$ cat config.mk
export PLATFORM = sky130hd
export DESIGN_NAME = rec_play_ctrl
export DESIGN_NICKNAME = d
export VERILOG_FILES = /design/src/rtl/rec_play_ctrl.sv
export SDC_FILE = /design/constraint.sdc
export NUM_CORES = 1
export LEC_CHECK = 0
export ABC_AREA = 1
export CAP_MARGIN = 25
export CORE_MARGIN = 4
export CORE_UTILIZATION = 53
export DETAILED_ROUTE_END_ITERATION = 12
export GPL_ROUTABILITY_DRIVEN = 0
export PLACE_DENSITY = 0.83
export SLEW_MARGIN = 10
export SYNTH_ARGS = -nofsm -noshare
export SYNTH_HDL_FRONTEND = slang
export SYNTH_SLANG_ARGS = --single-unit
$ cat constraint.sdc
create_clock -name clk -period 3.3 [get_ports clk]
set_input_delay 0.66 -clock clk [delete_from_list [all_inputs] [get_ports clk]]
set_output_delay 0.66 -clock clk [all_outputs]
set_load 0.005 [all_outputs]
$ cat src/rtl/rec_play_ctrl.sv
// Record/playback sequencer between the codec sample handshakes and a
// single-port synchronous sample RAM (registered read, one cycle latency).
module rec_play_ctrl #(
  parameter int ADDR_W = 16,
  parameter int DATA_W = 16
) (
  input  logic              clk,
  input  logic              reset,
  input  logic              rec_cmd,
  input  logic              play_cmd,
  input  logic              stop_cmd,
  input  logic              loop_en,
  input  logic              sample_end,
  input  logic              sample_req,
  input  logic [DATA_W-1:0] audio_input,
  output logic [DATA_W-1:0] audio_output,
  output logic [ADDR_W-1:0] mem_addr,
  output logic              mem_we,
  output logic [DATA_W-1:0] mem_wdata,
  input  logic [DATA_W-1:0] mem_rdata,
  output logic [1:0]        state,
  output logic [ADDR_W:0]   rec_len,
  output logic              full
);

  typedef enum logic [1:0] {
    ST_IDLE     = 2'd0,
    ST_RECORD   = 2'd1,
    ST_PLAY_PRE = 2'd2,
    ST_PLAY     = 2'd3
  } state_t;

  localparam logic [ADDR_W:0] PTR_ONE   = {{ADDR_W{1'b0}}, 1'b1};
  localparam logic [ADDR_W:0] DEPTH_CNT = {1'b1, {ADDR_W{1'b0}}};
  localparam logic [ADDR_W:0] LAST_ADDR = DEPTH_CNT - PTR_ONE;

  state_t              state_reg;
  state_t              state_next;

  logic [ADDR_W:0]     rec_ptr_reg;
  logic [ADDR_W-1:0]   play_ptr_reg;
  logic [ADDR_W:0]     rec_len_reg;
  logic [DATA_W-1:0]   audio_output_reg;
  logic [DATA_W-1:0]   next_sample_reg;
  logic [ADDR_W-1:0]   mem_addr_reg;
  logic                mem_we_reg;
  logic [DATA_W-1:0]   mem_wdata_reg;
  logic                full_reg;
  logic                end_reg;
  logic                rd_issue_reg;
  logic                rd_valid_reg;

  // Event strobes decoded from the current state and commands.
  logic                start_rec;
  logic                start_play;
  logic                rec_write;
  logic                rec_full;
  logic                rec_stop;
  logic                play_step;
  logic                play_quit;

  logic [ADDR_W:0]     ptr_inc;
  logic                play_wrap;
  logic [ADDR_W-1:0]   ptr_adv;

  assign ptr_inc   = {1'b0, play_ptr_reg} + PTR_ONE;
  assign play_wrap = (ptr_inc == rec_len_reg);
  assign ptr_adv   = play_wrap ? '0 : ptr_inc[ADDR_W-1:0];

  always_ff @(posedge clk) begin
    if (reset) begin
      state_reg <= ST_IDLE;
    end else begin
      state_reg <= state_next;
    end
  end

  always_comb begin
    state_next = state_reg;
    start_rec  = 1'b0;
    start_play = 1'b0;
    rec_write  = 1'b0;
    rec_full   = 1'b0;
    rec_stop   = 1'b0;
    play_step  = 1'b0;
    play_quit  = 1'b0;
    case (state_reg)
      ST_IDLE: begin
        // stop_cmd outranks the start commands even though it does nothing here.
        if (!stop_cmd) begin
          if (rec_cmd) begin
            start_rec  = 1'b1;
            state_next = ST_RECORD;
          end else if (play_cmd && (rec_len_reg != '0)) begin
            start_play = 1'b1;
            state_next = ST_PLAY_PRE;
          end
        end
      end
      ST_RECORD: begin
        if (stop_cmd) begin
          rec_stop   = 1'b1;
          state_next = ST_IDLE;
        end else if (sample_end) begin
          rec_write = 1'b1;
          if (rec_ptr_reg == LAST_ADDR) begin
            rec_full   = 1'b1;
            state_next = ST_IDLE;
          end
        end
      end
      ST_PLAY_PRE: begin
        if (stop_cmd) begin
          play_quit  = 1'b1;
          state_next = ST_IDLE;
        end else begin
          state_next = ST_PLAY;
        end
      end
      ST_PLAY: begin
        if (stop_cmd) begin
          play_quit  = 1'b1;
          state_next = ST_IDLE;
        end else if (sample_req) begin
          if (end_reg) begin
            play_quit  = 1'b1;
            state_next = ST_IDLE;
          end else begin
            play_step = 1'b1;
          end
        end
      end
      default: state_next = ST_IDLE;
    endcase
  end

  always_ff @(posedge clk) begin
    if (reset) begin
      rec_ptr_reg      <= '0;
      play_ptr_reg     <= '0;
      rec_len_reg      <= '0;
      audio_output_reg <= '0;
      next_sample_reg  <= '0;
      mem_addr_reg     <= '0;
      mem_we_reg       <= 1'b0;
      mem_wdata_reg    <= '0;
      full_reg         <= 1'b0;
      end_reg          <= 1'b0;
      rd_issue_reg     <= 1'b0;
      rd_valid_reg     <= 1'b0;
    end else begin
      mem_we_reg   <= 1'b0;
      full_reg     <= 1'b0;
      // Address registered -> RAM samples it next edge -> data captured one edge later.
      rd_issue_reg <= 1'b0;
      rd_valid_reg <= rd_issue_reg;
      if (rd_valid_reg) begin
        next_sample_reg <= mem_rdata;
      end

      if (start_rec) begin
        rec_ptr_reg <= '0;
      end
      if (rec_write) begin
        mem_we_reg    <= 1'b1;
        mem_addr_reg  <= rec_ptr_reg[ADDR_W-1:0];
        mem_wdata_reg <= audio_input;
        rec_ptr_reg   <= rec_ptr_reg + PTR_ONE;
      end
      if (rec_full) begin
        rec_len_reg <= DEPTH_CNT;
        full_reg    <= 1'b1;
      end
      if (rec_stop) begin
        rec_len_reg <= rec_ptr_reg;
      end

      if (start_play) begin
        play_ptr_reg <= '0;
        mem_addr_reg <= '0;
        rd_issue_reg <= 1'b1;
        end_reg      <= 1'b0;
      end
      if (play_step) begin
        audio_output_reg <= next_sample_reg;
        play_ptr_reg     <= ptr_adv;
        mem_addr_reg     <= ptr_adv;
        rd_issue_reg     <= 1'b1;
        if (play_wrap && !loop_en) begin
          end_reg <= 1'b1;
        end
      end
      if (play_quit) begin
        audio_output_reg <= '0;
        end_reg          <= 1'b0;
        rd_issue_reg     <= 1'b0;
        rd_valid_reg     <= 1'b0;
      end
    end
  end

  assign state        = state_reg;
  assign audio_output = audio_output_reg;
  assign mem_addr     = mem_addr_reg;
  assign mem_we       = mem_we_reg;
  assign mem_wdata    = mem_wdata_reg;
  assign rec_len      = rec_len_reg;
  assign full         = full_reg;

endmodule

==> summary.md <==
| Metric | Value |
|---|---|
| Outcome | finished clean |
| Setup WS pre-CTS | 0.369 ns |
| Yosys top cell area share | 41.2% |
| Hold Path Class | flip-flop to flip-flop |
| Avg Cell Area, Syn | 6.93 sq um |
| Antenna-violating nets left | 0 |
| CP cell instances | ha_1 -> nand3_1 -> nor2_1 -> nand3_1 -> nor2_1 -> nand3_1 -> nor4_1 -> ha_1 -> nand2_1 -> nand2_1 -> a21oi_1 -> a21oi_1 -> inv_1 -> nor2_1 -> a31oi_1 -> nand2_1 -> nand2_1 -> nor2_1 |
| Min Tclk post-route | 2.87 ns |
| Distinct cells, synth | 34 |
| Initial DRC Count | 634 |
| Number of global-route vias before repair | 5651 |
| FMAX | 0.348 GHz |
| Die Span Y | 113 microns |
| CP endpoint kind | flip-flop |
| IO buf count | 108 |
| Row count | 38 |
| Most frequent cells after synthesis | nand2_1, nor2_1, dfxtp_1 |
| Number of synthesized register bits | 121 |
| Primary FF master, synth | dfxtp_1 |
| CP Class | flip-flop to flip-flop |
| CTS buffer count | 17 |
| Rel. slew slack | 58.6% |
| Crit-path max FO | 5 |
| Clock power frac | 43.1% |
| Req. time, crit path | 3.76 ns |
| Crit-path max cell delay | 0.43 ns |
| R2r endpoint | state[0] |
| Worst Setup Start Kind | flip-flop |
| Setup Skew | 0.0109 ns |
| Post-synthesis async set-or-reset flop share | 0% |
| Pin count of the biggest net entering global routing | 49 |
| Placeable Area | 10800 sq um |
| Flop pwr share | 39.5% |
| Cells after synthesis | 849 |
| Levels on crit path | 18 |
| Finish-stage setup viols | 0 |
| Worst Path Buf+Inv | 1 |
| DPL Wire Length | 12100 microns |
| Layout cell share with drive strength beyond 1 | 9.55% |
| # IOs | 109 |
| Gate power share | 17.3% |
| Register area share after synthesis | 41.2% |
| First-pass GRT wire length | 27600 microns |
| Vias | 6099 |
| Starting Density | 54.2% |
| Worst Tran Pin Value | 0.619 ns |
| Cell area power density | 535 nW/um^2 |
| Post-CTS Resized | 0 |
| Synth Cell Area | 5880 sq um |
| Final setup margin | 0.428 ns |
| Dominant cell type by area after synthesis | dfxtp_1 |
| Critical Path AT | 3.33 ns |
| Antenna violations before repair | 0 |
| Hold EP | rd_valid_reg |
| Worst Reg2Reg Path Length in Cells | 18 |
| Final TNS setup | 0 ns |
| HP Start | rd_issue_reg |
| Final Hold Fails | 0 |
| Final nets | 993 |
| Clock Tree Buf Depth | 2 |
| Syn. warnings | 0 |
| Clock transition at the registers of the reported paths | 0.06 ns |
| Pint | 2.84 mW |
| Syn_nets | 892 |
| RSZ-0062 raised after global routing | false |
| First-pass DRT Iterations | 6 |
| Switch share | 30.5% |
| Die Width | 113 microns |
| # Max-Cap Violations | 0 |
| CP max stage cell | dfxtp_1 |
| Post-CTS setup buffers | 0 |
| Slew Viols, Final | 0 |
| R2R Path Start | rec_ptr_reg[1] |
| Root Driver | clkbuf_8 |
| Final worst path period share | 87.0% |
| VDD IR max | 0.000357 V |
| GRT Overall Usage | 26.7% |
| Routed WL | 17400 microns |
| CTS tree | yes |
| Via density | 5.53 |
| H-tree Lvls | 4 |
| Delay-heaviest family, CP | simple AND/OR/NAND/NOR gates |
| Hold-fix buffer count after cts | 0 |
| R2R setup slack | 0.43 ns |
| P_leak | 2.86 nW |
| Hold-critical path depth | 2 |
| EDFF count, synth | 0 |
| Clk sinks | 121 |
| Fillers | 871 |
| Worst-Skew Late Latency | 0.52 ns |
| Antenna diodes | 0 |
| Most frequent cell after synthesis | nand2_1 |
| GR Overflow Total | 0 |
| Area of the die | 12800 sq um |
| Residual DRC | 0 |
| Switching pwr | 1.24 mW |
| Synth area leaders | dfxtp_1, nand2_1, nor2_1 |
| WL per Instance | 15.8 microns |
| Layout area overhead | 29.7% |
[worst reg2reg max path, cell delays in order (launching register included)]
cell,delay (ns)
dfxtp_1,0.43
ha_1,0.23
nand3_1,0.12
nor2_1,0.16
nand3_1,0.13
nor2_1,0.16
nand3_1,0.11
nor4_1,0.25
ha_1,0.25
nand2_1,0.07
nand2_1,0.08
a21oi_1,0.08
a21oi_1,0.18
inv_1,0.06
nor2_1,0.14
a31oi_1,0.11
nand2_1,0.09
nand2_1,0.06
nor2_1,0.10
[metal layers]
layer / vias up / track usage [%] / wire length [microns]
met5: - / 0 / 0
met4: 0 / 15.3 / 910
met3: 66 / 4.60 / 1370
met2: 296 / 42.5 / 7940
met1: 2770 / 34.3 / 7170
li1: 2967 / - / -
[worst max path at each step]
| stage | start | to | slack (ns) |
|---|---|---|---|
| after floorplan | rec_ptr_reg[1] | rec_len[10] | 0.98 |
| after global placement | stop_cmd | rec_ptr_reg[7] | 0.44 |
| after detailed placement | stop_cmd | rec_ptr_reg[3] | 0.37 |
| after CTS | rec_ptr_reg[1] | state[0] | 0.51 |
| after global routing | rec_ptr_reg[1] | state[0] | 0.14 |
| final | rec_ptr_reg[1] | state[0] | 0.43 |
[power groups by stage]
stage	clock network, mW	logic, mW	registers [mW]
final	1.76	0.707	1.61
after floorplan	0	0.375	1.64
after global placement	0	0.677	1.64
after detailed placement	0	0.687	1.64
after CTS	1.75	0.702	1.61
after global routing	1.83	0.777	1.63
[layout make-up]
class / instances / area, sq um / area share [%]
Inverter: 120 / 450 / 5.91
Clock inverter: 15 / 146 / 1.92
Tap cell: 140 / 175 / 2.30
Clock buffer: 17 / 414 / 5.43
Multi-Input combinational cell: 570 / 2850 / 37.4
Timing Repair Buffer: 120 / 1170 / 15.3
Sequential cell: 121 / 2420 / 31.8
[kinds of logic (layout without fill, tap and decap cells)]
kind of cell	after synthesis	count (layout)	synth area share, %
flops	121	121	41.2
fa+ha+maj	3	3	0.639
compound gates	169	169	17.2
simple gates	398	398	30.5
buf+inv	158	272	10.4
[through the flow]
step	cells	hold slack (ns)	instance area (sq um)	util (%)	power, mW
floorplan	849	0.394	5880	-	2.01
global placement	1071	0.396	7060	65.2	2.32
detailed placement	1071	0.420	7060	65.2	2.33
CTS	1103	0.428	7620	70.3	4.07
global route	1103	0.436	7620	70.3	4.24
finish	1103	0.427	7620	70.3	4.08
[layout by cell type, fill, tap and decap left out, types with 14 or more instances in the layout]
master and n:
nand2_1 164, inv_1 116, nand4_1 29, o211ai_1 17, nand3_1 40, nor2_1 128
clkdlybuf4s50_1 107, clkbuf_16 16, a21oi_1 48, o22ai_1 14, dfxtp_1 121, o21ai_0 58
a21oi_2 20
Note: power is estimated with default switching activity, not from simulation.
